`config.mk`:
```
export PLATFORM = sky130hd
export DESIGN_NAME = diag_scan_sequencer
export DESIGN_NICKNAME = d
export VERILOG_FILES = /design/src/rtl/diag_scan_sequencer.sv
export SDC_FILE = /design/constraint.sdc
export NUM_CORES = 1
export LEC_CHECK = 0
export CAP_MARGIN = 20
export CELL_PAD_IN_SITES_DETAIL_PLACEMENT = 1
export CELL_PAD_IN_SITES_GLOBAL_PLACEMENT = 1
export CORE_MARGIN = 1.5
export CORE_UTILIZATION = 42
export DETAILED_ROUTE_END_ITERATION = 10
export DONT_BUFFER_PORTS = 1
export GPL_TIMING_DRIVEN = 0
export PLACE_DENSITY = 0.85
export RECOVER_POWER = 50
export SLEW_MARGIN = 0
export SYNTH_ARGS = -nofsm -noshare
export SYNTH_HDL_FRONTEND = slang
export SYNTH_SLANG_ARGS = --single-unit
```
`constraint.sdc`:
```
create_clock -name clk -period 3.95 [get_ports clk]
set_input_delay 0.79 -clock clk [delete_from_list [all_inputs] [get_ports clk]]
set_output_delay 0.79 -clock clk [all_outputs]
set_load 0.02 [all_outputs]
```
`src/rtl/diag_scan_sequencer.sv`:
```
// Diagonal ray scanner: reports the nearest occupied square on each enabled diagonal, one square per clock.
// Optional macro DIAG_SCAN_CAPTURE_EN adds own_color input and capture output.
module diag_scan_sequencer (
  input  logic         clk,
  input  logic         rst_n,
  input  logic         start,
  input  logic [255:0] bigBoard,
  input  logic [5:0]   currentPosition,
  input  logic [3:0]   dir_mask,
`ifdef DIAG_SCAN_CAPTURE_EN
  input  logic         own_color,
  output logic [3:0]   capture,
`endif
  output logic         busy,
  output logic         done,
  output logic [3:0]   near_found,
  output logic [23:0]  near_pos,
  output logic [11:0]  near_piece,
  output logic [11:0]  reach
);

  typedef enum logic [2:0] {S_IDLE, S_LOAD, S_SCAN, S_NEXT, S_DONE} state_t;

  state_t         state_q, state_d;
  logic [255:0]   board_q, board_d;
  logic [5:0]     org_q, org_d;
  logic [3:0]     mask_q, mask_d;
  logic [1:0]     dir_q, dir_d;
  logic [2:0]     row_q, row_d, col_q, col_d, rem_q, rem_d;
  logic           busy_q, busy_d, done_q, done_d;
  logic [3:0]     found_q, found_d;
  logic [23:0]    pos_q, pos_d;
  logic [11:0]    piece_q, piece_d, reach_q, reach_d;
`ifdef DIAG_SCAN_CAPTURE_EN
  logic           own_q, own_d;
  logic [3:0]     capture_q, capture_d;
`endif

  logic [2:0]     nxt_row, nxt_col, sq_type;
  logic [5:0]     sq_idx;
  logic [1:0]     load_dir, next_dir;

  function automatic logic [2:0] min3(input logic [2:0] a, input logic [2:0] b);
    return (a < b) ? a : b;
  endfunction

  // Squares available before the board edge, from 3-bit row/col fields only.
  function automatic logic [2:0] edge_dist(input logic [1:0] d, input logic [2:0] r,
                                           input logic [2:0] c);
    logic [2:0] rd, cd;
    rd = d[1] ? (3'd7 - r) : r;
    cd = d[0] ? (3'd7 - c) : c;
    return min3(rd, cd);
  endfunction

  function automatic logic [1:0] lowest(input logic [3:0] m);
    if (m[0])      return 2'd0;
    else if (m[1]) return 2'd1;
    else if (m[2]) return 2'd2;
    else           return 2'd3;
  endfunction

  assign nxt_row  = dir_q[1] ? (row_q + 3'd1) : (row_q - 3'd1);
  assign nxt_col  = dir_q[0] ? (col_q + 3'd1) : (col_q - 3'd1);
  assign sq_idx   = {nxt_row, nxt_col};
  assign sq_type  = board_q[{sq_idx, 2'b00} +: 3];
  assign load_dir = lowest(dir_mask);
  assign next_dir = lowest(mask_q);

  always_comb begin
    state_d = state_q;
    board_d = board_q;
    org_d   = org_q;
    mask_d  = mask_q;
    dir_d   = dir_q;
    row_d   = row_q;
    col_d   = col_q;
    rem_d   = rem_q;
    busy_d  = busy_q;
    done_d  = 1'b0;
    found_d = found_q;
    pos_d   = pos_q;
    piece_d = piece_q;
    reach_d = reach_q;
`ifdef DIAG_SCAN_CAPTURE_EN
    own_d     = own_q;
    capture_d = capture_q;
`endif
    unique case (state_q)
      S_IDLE: begin
        if (start) begin
          state_d = S_LOAD;
          busy_d  = 1'b1;
        end
      end
      S_LOAD: begin
        board_d = bigBoard;
        org_d   = currentPosition;
        found_d = '0;
        pos_d   = '0;
        piece_d = '0;
        reach_d = '0;
`ifdef DIAG_SCAN_CAPTURE_EN
        own_d     = own_color;
        capture_d = '0;
`endif
        if (dir_mask == 4'd0) begin
          state_d = S_DONE;
          busy_d  = 1'b0;
          done_d  = 1'b1;
        end else begin
          state_d = S_SCAN;
          dir_d   = load_dir;
          mask_d  = dir_mask & ~(4'b0001 << load_dir);
          row_d   = currentPosition[5:3];
          col_d   = currentPosition[2:0];
          rem_d   = edge_dist(load_dir, currentPosition[5:3], currentPosition[2:0]);
        end
      end
      S_SCAN: begin
        if (rem_q == 3'd0) begin
          state_d = S_NEXT;
        end else if (sq_type != 3'd0) begin
          state_d                 = S_NEXT;
          found_d[dir_q]          = 1'b1;
          pos_d[6*dir_q +: 6]     = sq_idx;
          piece_d[3*dir_q +: 3]   = sq_type;
`ifdef DIAG_SCAN_CAPTURE_EN
          capture_d[dir_q] = board_q[{sq_idx, 2'b11}] != own_q;
`endif
        end else begin
          // Leaving on the last in-range empty square keeps SCAN cycles equal to squares examined.
          reach_d[3*dir_q +: 3] = reach_q[3*dir_q +: 3] + 3'd1;
          row_d = nxt_row;
          col_d = nxt_col;
          rem_d = rem_q - 3'd1;
          if (rem_q == 3'd1) state_d = S_NEXT;
        end
      end
      S_NEXT: begin
        if (mask_q != 4'd0) begin
          state_d = S_SCAN;
          dir_d   = next_dir;
          mask_d  = mask_q & ~(4'b0001 << next_dir);
          row_d   = org_q[5:3];
          col_d   = org_q[2:0];
          rem_d   = edge_dist(next_dir, org_q[5:3], org_q[2:0]);
        end else begin
          state_d = S_DONE;
          busy_d  = 1'b0;
          done_d  = 1'b1;
        end
      end
      S_DONE: state_d = S_IDLE;
      default: state_d = S_IDLE;
    endcase
  end

  always_ff @(posedge clk or negedge rst_n) begin
    if (!rst_n) begin
      state_q <= S_IDLE;
      board_q <= '0;
      org_q   <= '0;
      mask_q  <= '0;
      dir_q   <= '0;
      row_q   <= '0;
      col_q   <= '0;
      rem_q   <= '0;
      busy_q  <= 1'b0;
      done_q  <= 1'b0;
      found_q <= '0;
      pos_q   <= '0;
      piece_q <= '0;
      reach_q <= '0;
`ifdef DIAG_SCAN_CAPTURE_EN
      own_q     <= 1'b0;
      capture_q <= '0;
`endif
    end else begin
      state_q <= state_d;
      board_q <= board_d;
      org_q   <= org_d;
      mask_q  <= mask_d;
      dir_q   <= dir_d;
      row_q   <= row_d;
      col_q   <= col_d;
      rem_q   <= rem_d;
      busy_q  <= busy_d;
      done_q  <= done_d;
      found_q <= found_d;
      pos_q   <= pos_d;
      piece_q <= piece_d;
      reach_q <= reach_d;
`ifdef DIAG_SCAN_CAPTURE_EN
      own_q     <= own_d;
      capture_q <= capture_d;
`endif
    end
  end

  assign busy       = busy_q;
  assign done       = done_q;
  assign near_found = found_q;
  assign near_pos   = pos_q;
  assign near_piece = piece_q;
  assign reach      = reach_q;
`ifdef DIAG_SCAN_CAPTURE_EN
  assign capture    = capture_q;
`endif

endmodule

```
==> results.cfg, run 1 <==
[run_status]
run_status = complete, but fails checks
failed_checks = hold timing

[final_layout]
syn_to_final_growth_pct = 16.5
final_core_utilization = 0.501
finalNetCount = 1740
antennaDiodeCount = 0
post_route_cells_drive_above_1_share = 0.144

[floorplan]
die_w_um = 181
row_count = 64
floorplan.die_area_um2 = 32600
core_area_um2 = 30800
die-height_um = 181
io_pins = 323
initial_standard_cell_utilization_of_the_core = 0.430

[synthesis]
leading_post_synthesis_cells_by_cell_area = dfrtp_1, nand2_1, mux4_2
synth_top_family_by_area = simple AND/OR/NAND/NOR gates
synth_seq_cells = 270
synthSimpleGateAreaFrac = 0.223
yosys-mux-area-fraction = 0.133
yosysWarnings = 0
postSynthCellCount = 1383
sequential_cell_area_fraction_in_the_yosys_report = 0.510
synthArstFlopShare = 1.00
fraction_of_the_mapped_netlist_area_in_adder_cells = 0.0191
synth.largest_area_cell = dfrtp_1
synth_compound_area_frac = 0.0669
synth-edff-count = 0
synthFlopType = dfrtp_1
postSynthNetCount = 1671
synthXorXnorAreaFrac = 0.0130
synth_area_per_cell_um2 = 9.59
synth.cell_area_um2 = 13300
synth.distinct_cells = 64
yosysTopAreaCellShare = 0.510

[power]
power.ir.vdd_worst_uv = 785
cellInternalPower_mw = 11.1
power.switching_fraction = 0.447
p_per_area_nw_per_um2 = 1300
leakage_dissipation_nw = 7.50
comb_power_share = 0.607
power.clock.fraction = 0.153
seq_power_share = 0.241
total_switching_power_mw = 9.01

[critical_path]
source_of_the_worst_register_to_register_timing_path = col_q[0]
crit_buf_inv = 8
critPathKind = flip-flop to flip-flop
critPathRequiredTime_ps = 4460
cp_max_fo = 6
path_depth_of_the_worst_reg2reg_path = 17
cp-start-kind = flip-flop
cp_slowest_stage_delay_ps = 540
reg2reg_to = row_q[1]
critical_path_cell_count = 17
worst_setup_path_endpoint = row_q[1]
critPathSlowestCell = fa_1
worstSetupEndpointType = flip-flop
critical_path.startpoint = col_q[0]
worst-endpoint-arrival_ps = 4440
path_common_cell = buf_12
worst-r2r-setup-slack_ps = 10
cpLargestDelayFamily = buffers and inverters
cell_by_cell_trace_of_the_critical_path = buf_12 -> inv_6 -> fa_1 -> buf_12 -> buf_12 -> buf_12 -> mux4_2 -> mux2i_2 -> mux2i_1 -> a22oi_2 -> nand4b_4 -> buf_6 -> o31ai_4 -> buf_6 -> buf_6 -> o211ai_1 -> o21ai_1

[global_route]
grt_first_pass_wirelength_um = 69600
first_global_vias = 11700
grt.total_usage = 0.279
grt_start_max_net_pins = 271
antenna_violations_before_repair = 2
overflow = 0

[cts]
clock_sinks = 270
cts-buffers-inserted = 31
ctsLongestPathBuffers = 3
clock_tree.root_cell = clkbuf_16
tritoncts = yes
htreeDepth = 1
clock_latency_ps = 590
cts.clk_slew.worst_paths_ps = 60

[timing]
timing_hold_violations_final = 71
period_share = 0.996
fin_worst_hold_slack_ps = -70.5
worst_slew_pin_slew_ps = 1050
slew_headroom = 0.296
min_period_ps = 3940
achievable-frequency_ghz = 0.254
rsz0062_at_grt = true
timing.final.setup_violations = 0
setup-tns-final_ps = 0
clock_skew_ps = 26.5
slew_violations = 0

[detailed_routing]
drtPass1Iterations = 5
drt_iter0_drc = 790
drt-total-wl_um = 45300
via_per_inst = 5.75
antenna_violating_nets_post_route = 0
routed_wire_length_per_instance_um = 24.2
dr_total_vias = 10800
remaining_drc_errors = 0

[placed_design]
dpl.hpwl_um = 32200
portBuffers = 0
gp_routability_congestion = 0.889

[job]
timing.max_cap.violations = 0

[hold_path]
hp-class = input port to async pin
[cell usage after synthesis, types with 7 or more instances]
| cell type | n |
|---|---|
| clkbuf_1 | 53 |
| o211ai_1 | 14 |
| dfrtp_1 | 270 |
| a21oi_1 | 22 |
| mux4_2 | 55 |
| buf_1 | 7 |
| inv_1 | 32 |
| nand2b_1 | 8 |
| nor3_1 | 13 |
| xor2_1 | 8 |
| a32o_1 | 8 |
| nor2_1 | 41 |
| o21ai_0 | 23 |
| ha_1 | 17 |
| mux2i_1 | 37 |
| xnor2_1 | 9 |
| nand2_1 | 643 |
| mux2_2 | 9 |
| a22o_1 | 11 |
[stage by stage]
step / instance area, um^2 / setup slack (ps) / power [mW] / cells
2_1_floorplan: 13300 / 12.3 / 11.6 / 1383
3_3_place_gp: 13800 / -1150 / 14.4 / 1779
3_5_place_dp: 13800 / -1270 / 14.8 / 1779
4_1_cts: 15400 / -81.3 / 19.6 / 1866
5_1_grt: 15400 / -58.2 / 21.2 / 1872
6_report: 15400 / 14.5 / 20.1 / 1872
[cell type report]
type | instances | area (um^2)
Buffer | 72 | 414
Clock buffer | 43 | 871
Clock inverter | 14 | 216
Fill cell | 3436 | 15400
Inverter | 34 | 134
Multi-Input combinational cell | 1003 | 6190
Sequential cell | 270 | 6760
Tap cell | 396 | 495
Timing Repair Buffer | 40 | 370
[worst min-delay path by stage]
stage | startpoint | depth (start not counted) | endpoint
floorplan | board_q[101] | 2 | board_q[101]
detailed placement | board_q[229] | 2 | board_q[229]
global placement | board_q[132] | 2 | board_q[132]
CTS | rst_n | 0 | board_q[1]
global route | rst_n | 0 | near_found[1]
finish | rst_n | 0 | reach[11]
[routing by layer]
metal	wire, um	global-route usage
met4	1550	0.0938
met3	3690	0.0693
met5	28	0
met2	22400	0.471
met1	17600	0.350
[worst reg2reg max path, delay by kind of cell, from the launching register on]
kind,cells,cell delay [ps]
flops,1,460
mux,3,850
simple gates,1,220
compound gates,4,760
buf+inv,8,1010
fa+ha+maj,1,540
[power groups by stage]
stage | logic [mW] | clock network, mW | registers (mW)
final | 12.2 | 3.08 | 4.84
after CTS | 11.7 | 3.11 | 4.82
after global placement | 9.67 | 0 | 4.73
after global routing | 13.0 | 3.20 | 4.96
after detailed placement | 9.97 | 0 | 4.83
after floorplan | 7.09 | 0 | 4.52
[sequential cells by signal (all words and copies together), names as in the netlist]
register	count
rem_q	3
col_q	3
org_q	6
board_q	192
state_q	3
done	1
near_piece	12
mask_q	4
reach	12
near_found	4
dir_q	2
row_q	3
busy	1
near_pos	24
[cells in the final DEF, fill, tap and decap left out, types with 17 or more instances in the layout]
cell and count:
inv_1 31, clkbuf_1 56, mux2i_1 33, buf_4 31, mux4_2 56, nor2_1 41
a21oi_1 21, o21ai_0 21, ha_1 17, clkbuf_16 31, nand2_1 642, dfrtp_1 267
[cells by family after synthesis]
group                      count (synthesis)
AOI/OAI and AO/OA                        123
xor gates and xnor gates                  18
adders and majority gates                 19
buffers and inverters                    110
DFF                                      270
muxes                                    103
and+or+nand+nor                          740
[timing repair]
| action | CTS | global route |
|---|---|---|
| setup endpoints to repair | 62 | 61 |
| buffers inserted | 31 | 8 |
| pin swaps | 9 | 6 |
| gates resized for setup | 50 | 20 |
| hold endpoints to repair | 270 | 270 |
| cloned | 1 | 0 |
Power figures use the tool's default switching activity.
==> inputs of run 2 (changes only) <==
Settings changed: CELL_PAD_IN_SITES_DETAIL_PLACEMENT 1 to not set, CELL_PAD_IN_SITES_GLOBAL_PLACEMENT 1 to not set, PLACE_DENSITY 0.85 to 0.7.
==> results.cfg, run 2 (same netlist as run 1, synthesis figures left out) <==
[final_layout]
biggest_register = board_q
number_of_flip_flops_in_the_largest_register = 192
post_route_cells_drive_above_1_share = 0.142
syn_to_final_growth_pct = 16.1
most-common-layout-cells = nand2_1, dfrtp_1, mux4_2, clkbuf_1, nor2_1
layout.area.seq_um2 = 6760
final_instance_area_um2 = 15400
final-instance-count-excl-fill = 1871
multiInputGateArea_um2 = 6170
fill_cells = 2813
finalNetCount = 1739
final_core_utilization = 0.499
layout_commonest_cell = nand2_1

[detailed_routing]
via_per_inst = 5.54
remaining_drc_errors = 0
drtPass1Iterations = 5
routed_wire_length_per_instance_um = 21.6
drt-total-wl_um = 40400
drt_iter0_drc = 746
antenna_violating_nets_post_route = 0
dr_total_vias = 10400

[critical_path]
cp-start-kind = flip-flop
critPathRequiredTime_ps = 4400
worst-endpoint-arrival_ps = 4450
cp_max_fo = 7
critPathKind = flip-flop to flip-flop
worstSetupEndpointType = flip-flop

[cts]
clock_latency_ps = 590
ctsLongestPathBuffers = 3
clock_tree.root_cell = clkbuf_16
cts-buffers-inserted = 30
tritoncts = yes
htreeDepth = 1
cts.clk_slew.worst_paths_ps = 60
clock_sinks = 270

[power]
seq_power_share = 0.243
leakage_dissipation_nw = 7.47
finalPower_mw = 19.6
total_switching_power_mw = 8.65
power.switching_fraction = 0.441
p_per_area_nw_per_um2 = 1280
power.ir.vdd_worst_uv = 609
power.clock.fraction = 0.142
comb_power_share = 0.614
cellInternalPower_mw = 11.0

[placed_design]
gp_routability_congestion = 0.876
portBuffers = 0
post_dp_cell_area_um2 = 13800
dpl.hpwl_um = 29200
post-place-ws_ps = -1240
total_instance_count_after_detailed_placement = 1779

[timing]
slew_violations = 0
slew_headroom = 0.272
timing.final.setup_violations = 7
fin_worst_hold_slack_ps = -69.3
min_period_ps = 4010
timing_hold_violations_final = 106
period_share = 1.01
timing.final.ws_setup_ps = -56.2
rsz0062_at_grt = true
worst_slew_pin_slew_ps = 1090
achievable-frequency_ghz = 0.250
clock_skew_ps = 29.0
setup-tns-final_ps = -308

[floorplan]
floorplan.die_area_um2 = 32600
row_count = 64
die-height_um = 181
die_w_um = 181
io_pins = 323
core_area_um2 = 30800
initial_standard_cell_utilization_of_the_core = 0.430

[hold_path]
hp-class = input port to async pin

[run_status]
run_status = complete, but fails checks
failed_checks = hold timing, setup timing

[global_route]
grt.total_usage = 0.249
first_global_vias = 10500
grt_first_pass_wirelength_um = 61900
grt_start_max_net_pins = 271
antenna_violations_before_repair = 4
overflow = 0

[job]
timing.max_cap.violations = 0
==> run 2: worst paths after layout <==
path | slack, ps | startpoint | cells after the start | end
worst max-delay path | -60 | col_q[0] | 16 | near_pos[19]
worst min-delay path | -70 | rst_n | 0 | near_pos[2]
worst max register to register | -60 | col_q[0] | 16 | near_pos[19]
worst min register to register | 470 | board_q[73] | 2 | board_q[73]
max in group asynchronous | 3390 | rst_n | 0 | board_q[181]
min in group clk | 310 | bigBoard[208] | 2 | board_q[208]
==> run 2: per-layer routing <==
metal | vias up | wire (um) | track usage
met5 | - | 19 | 0
met2 | 418 | 19200 | 0.406
met4 | 2 | 1390 | 0.0817
met3 | 81 | 3530 | 0.0647
met1 | 5134 | 16300 | 0.324
li1 | 4728 | - | -
==> run 2: layout make-up <==
type,count,share of cell area
flip-flops and latches,270,0.439
multi-input cells,1003,0.401
clock buffers,41,0.0560
well taps,396,0.0322
repair buffers,41,0.0271
plain buffers,71,0.0271
clock inverters,14,0.00878
inverters,34,0.00870
diodes,1,0.000163
==> run 2: critical path, stage by stage (launching register included) <==
cell       delay, ps
dfrtp_2          450
clkbuf_16        180
inv_6             50
fa_1             440
buf_12           150
buf_12           140
buf_12           150
buf_12           120
mux4_2           320
mux4_2           540
a22oi_2          260
o21ai_4          130
buf_4            170
o21bai_4         150
o21a_1           160
buf_6            150
mux2_4           300
==> run 2: what timing repair did <==
action                                  4_1_cts  5_1_grt
gates resized for setup                      55       19
endpoints found under the setup margin       62       60
gates cloned                                  2        0
endpoints found under the hold margin       270      241
pin swaps                                    13        9
setup buffers                                30        8
==> run 2: power groups by stage <==
stage / registers, mW / logic [mW] / clock network (mW)
3_3_place_gp: 4.72 / 9.67 / 0
6_report: 4.78 / 12.1 / 2.79
2_1_floorplan: 4.52 / 7.09 / 0
5_1_grt: 4.91 / 13.0 / 2.94
4_1_cts: 4.76 / 11.7 / 2.83
3_5_place_dp: 4.78 / 9.82 / 0
==> inputs of run 3 (changes only) <==
Settings changed: GPL_TIMING_DRIVEN 0 to not set, PLACE_DENSITY 0.7 to 0.67.
Clock period 3.95 ns to 4.34 ns, I/O delays scaled along.
==> results.cfg, run 3 (same netlist as run 1, synthesis figures left out) <==
[run_status]
run_status = finished clean

[timing]
timing_hold_violations_final = 0
period_share = 0.946
fin_worst_hold_slack_ps = 39.7
rsz0062_at_grt = false
setup-tns-final_ps = 0
slew_violations = 0
achievable-frequency_ghz = 0.243
slew_headroom = 0.294
clock_skew_ps = 8.05
timing.final.setup_violations = 0
min_period_ps = 4110
worst_slew_pin_slew_ps = 1060

[final_layout]
biggest_register = board_q
number_of_flip_flops_in_the_largest_register = 192
syn_to_final_growth_pct = 10.7
final_instance_area_um2 = 14700
fill_cells = 2858
post_route_cells_drive_above_1_share = 0.110
layout_commonest_cell = nand2_1
finalNetCount = 1652
most-common-layout-cells = nand2_1, dfrtp_1, mux4_2, nor2_1, mux2i_1
final-instance-count-excl-fill = 1784

[critical_path]
worstSetupEndpointType = flip-flop
worst-r2r-setup-slack_ps = 230
critPathRequiredTime_ps = 4830
cp-start-kind = flip-flop
reg2reg_to = near_pos[2]
path_depth_of_the_worst_reg2reg_path = 12
cp_max_fo = 31
source_of_the_worst_register_to_register_timing_path = col_q[0]
critPathKind = flip-flop to flip-flop
worst-endpoint-arrival_ps = 4590

[floorplan]
row_count = 64
initial_standard_cell_utilization_of_the_core = 0.430
die_w_um = 181
io_pins = 323
floorplan.die_area_um2 = 32600
die-height_um = 181
core_area_um2 = 30800

[global_route]
antenna_violations_before_repair = 5
grt_start_max_net_pins = 271
grt.total_usage = 0.213
grt_first_pass_wirelength_um = 55200
first_global_vias = 9974
overflow = 0

[detailed_routing]
drt_iter0_drc = 659
remaining_drc_errors = 0
drt-total-wl_um = 34100
via_per_inst = 5.40
drtPass1Iterations = 5
antenna_violating_nets_post_route = 0
dr_total_vias = 9633
routed_wire_length_per_instance_um = 19.1

[cts]
tritoncts = yes
clock_tree.root_cell = clkbuf_16
htreeDepth = 1
clock_latency_ps = 550
cts-buffers-inserted = 30
clock_sinks = 270
cts.clk_slew.worst_paths_ps = 60
ctsLongestPathBuffers = 3

[placed_design]
gp_routability_congestion = 0.864
dpl.hpwl_um = 23200
portBuffers = 0
total_instance_count_after_detailed_placement = 1723
post_dp_cell_area_um2 = 13700

[job]
timing.max_cap.violations = 0

[hold_path]
hp-class = input port to async pin

[power]
power.ir.vdd_worst_uv = 633
leakage_dissipation_nw = 7.14
p_per_area_nw_per_um2 = 1040
run 3: stage by stage:
step                      power (mW)  setup WS, ps   util
after floorplan                 10.5          57.4      -
after global placement          12.7           109  0.443
after detailed placement        12.9          74.7  0.443
after CTS                       15.4          60.6  0.474
after global routing            16.5           103  0.476
final                           15.3           233  0.476
run 3: timing repair:
action	in CTS	in global routing
gates resized for setup	0	3
endpoints found under the hold margin	1	3
hold buffers	1	3
buffers inserted	0	1
setup endpoints to repair	0	7
run 3: layout make-up:
type | count | area (um^2) | area share
Clock buffer | 44 | 865 | 0.0589
Clock inverter | 9 | 81.3 | 0.00554
Tap cell | 396 | 495 | 0.0338
Multi-Input combinational cell | 1003 | 6070 | 0.413
Sequential cell | 270 | 6760 | 0.461
Timing Repair Buffer | 25 | 273 | 0.0186
Antenna cell | 3 | 7.51 | 0.000512
Inverter | 34 | 128 | 0.00870
run 3: worst max path at each step:
stage | start | end
3_5_place_dp | col_q[0] | near_pos[0]
4_1_cts | col_q[0] | near_pos[0]
2_1_floorplan | col_q[0] | near_pos[18]
5_1_grt | col_q[0] | near_pos[2]
3_3_place_gp | col_q[0] | near_pos[0]
6_report | col_q[0] | near_pos[2]
run 3: report_power, final:
part           internal (mW)  switching [mW]
sequential              3.60           0.677
clock                   1.43            1.02
combinational           3.52            5.03
total                   8.55            6.72
run 3: critical path: stages, from the launching register on:
cell,delay [ps]
dfrtp_4,420
inv_1,80
fa_4,840
buf_12,240
mux4_2,380
mux4_2,530
a22oi_1,230
o21ai_2,250
o21bai_4,270
buf_4,220
buf_4,140
o2bb2ai_1,200
a22o_1,200
run 3: per-layer routing:
layer	track usage	up-vias	wire (um)
met3	0.0641	62	3130
met4	0.0655	4	897
met5	0	-	24
met1	0.277	4691	14100
met2	0.342	335	16000
li1	-	4541	-
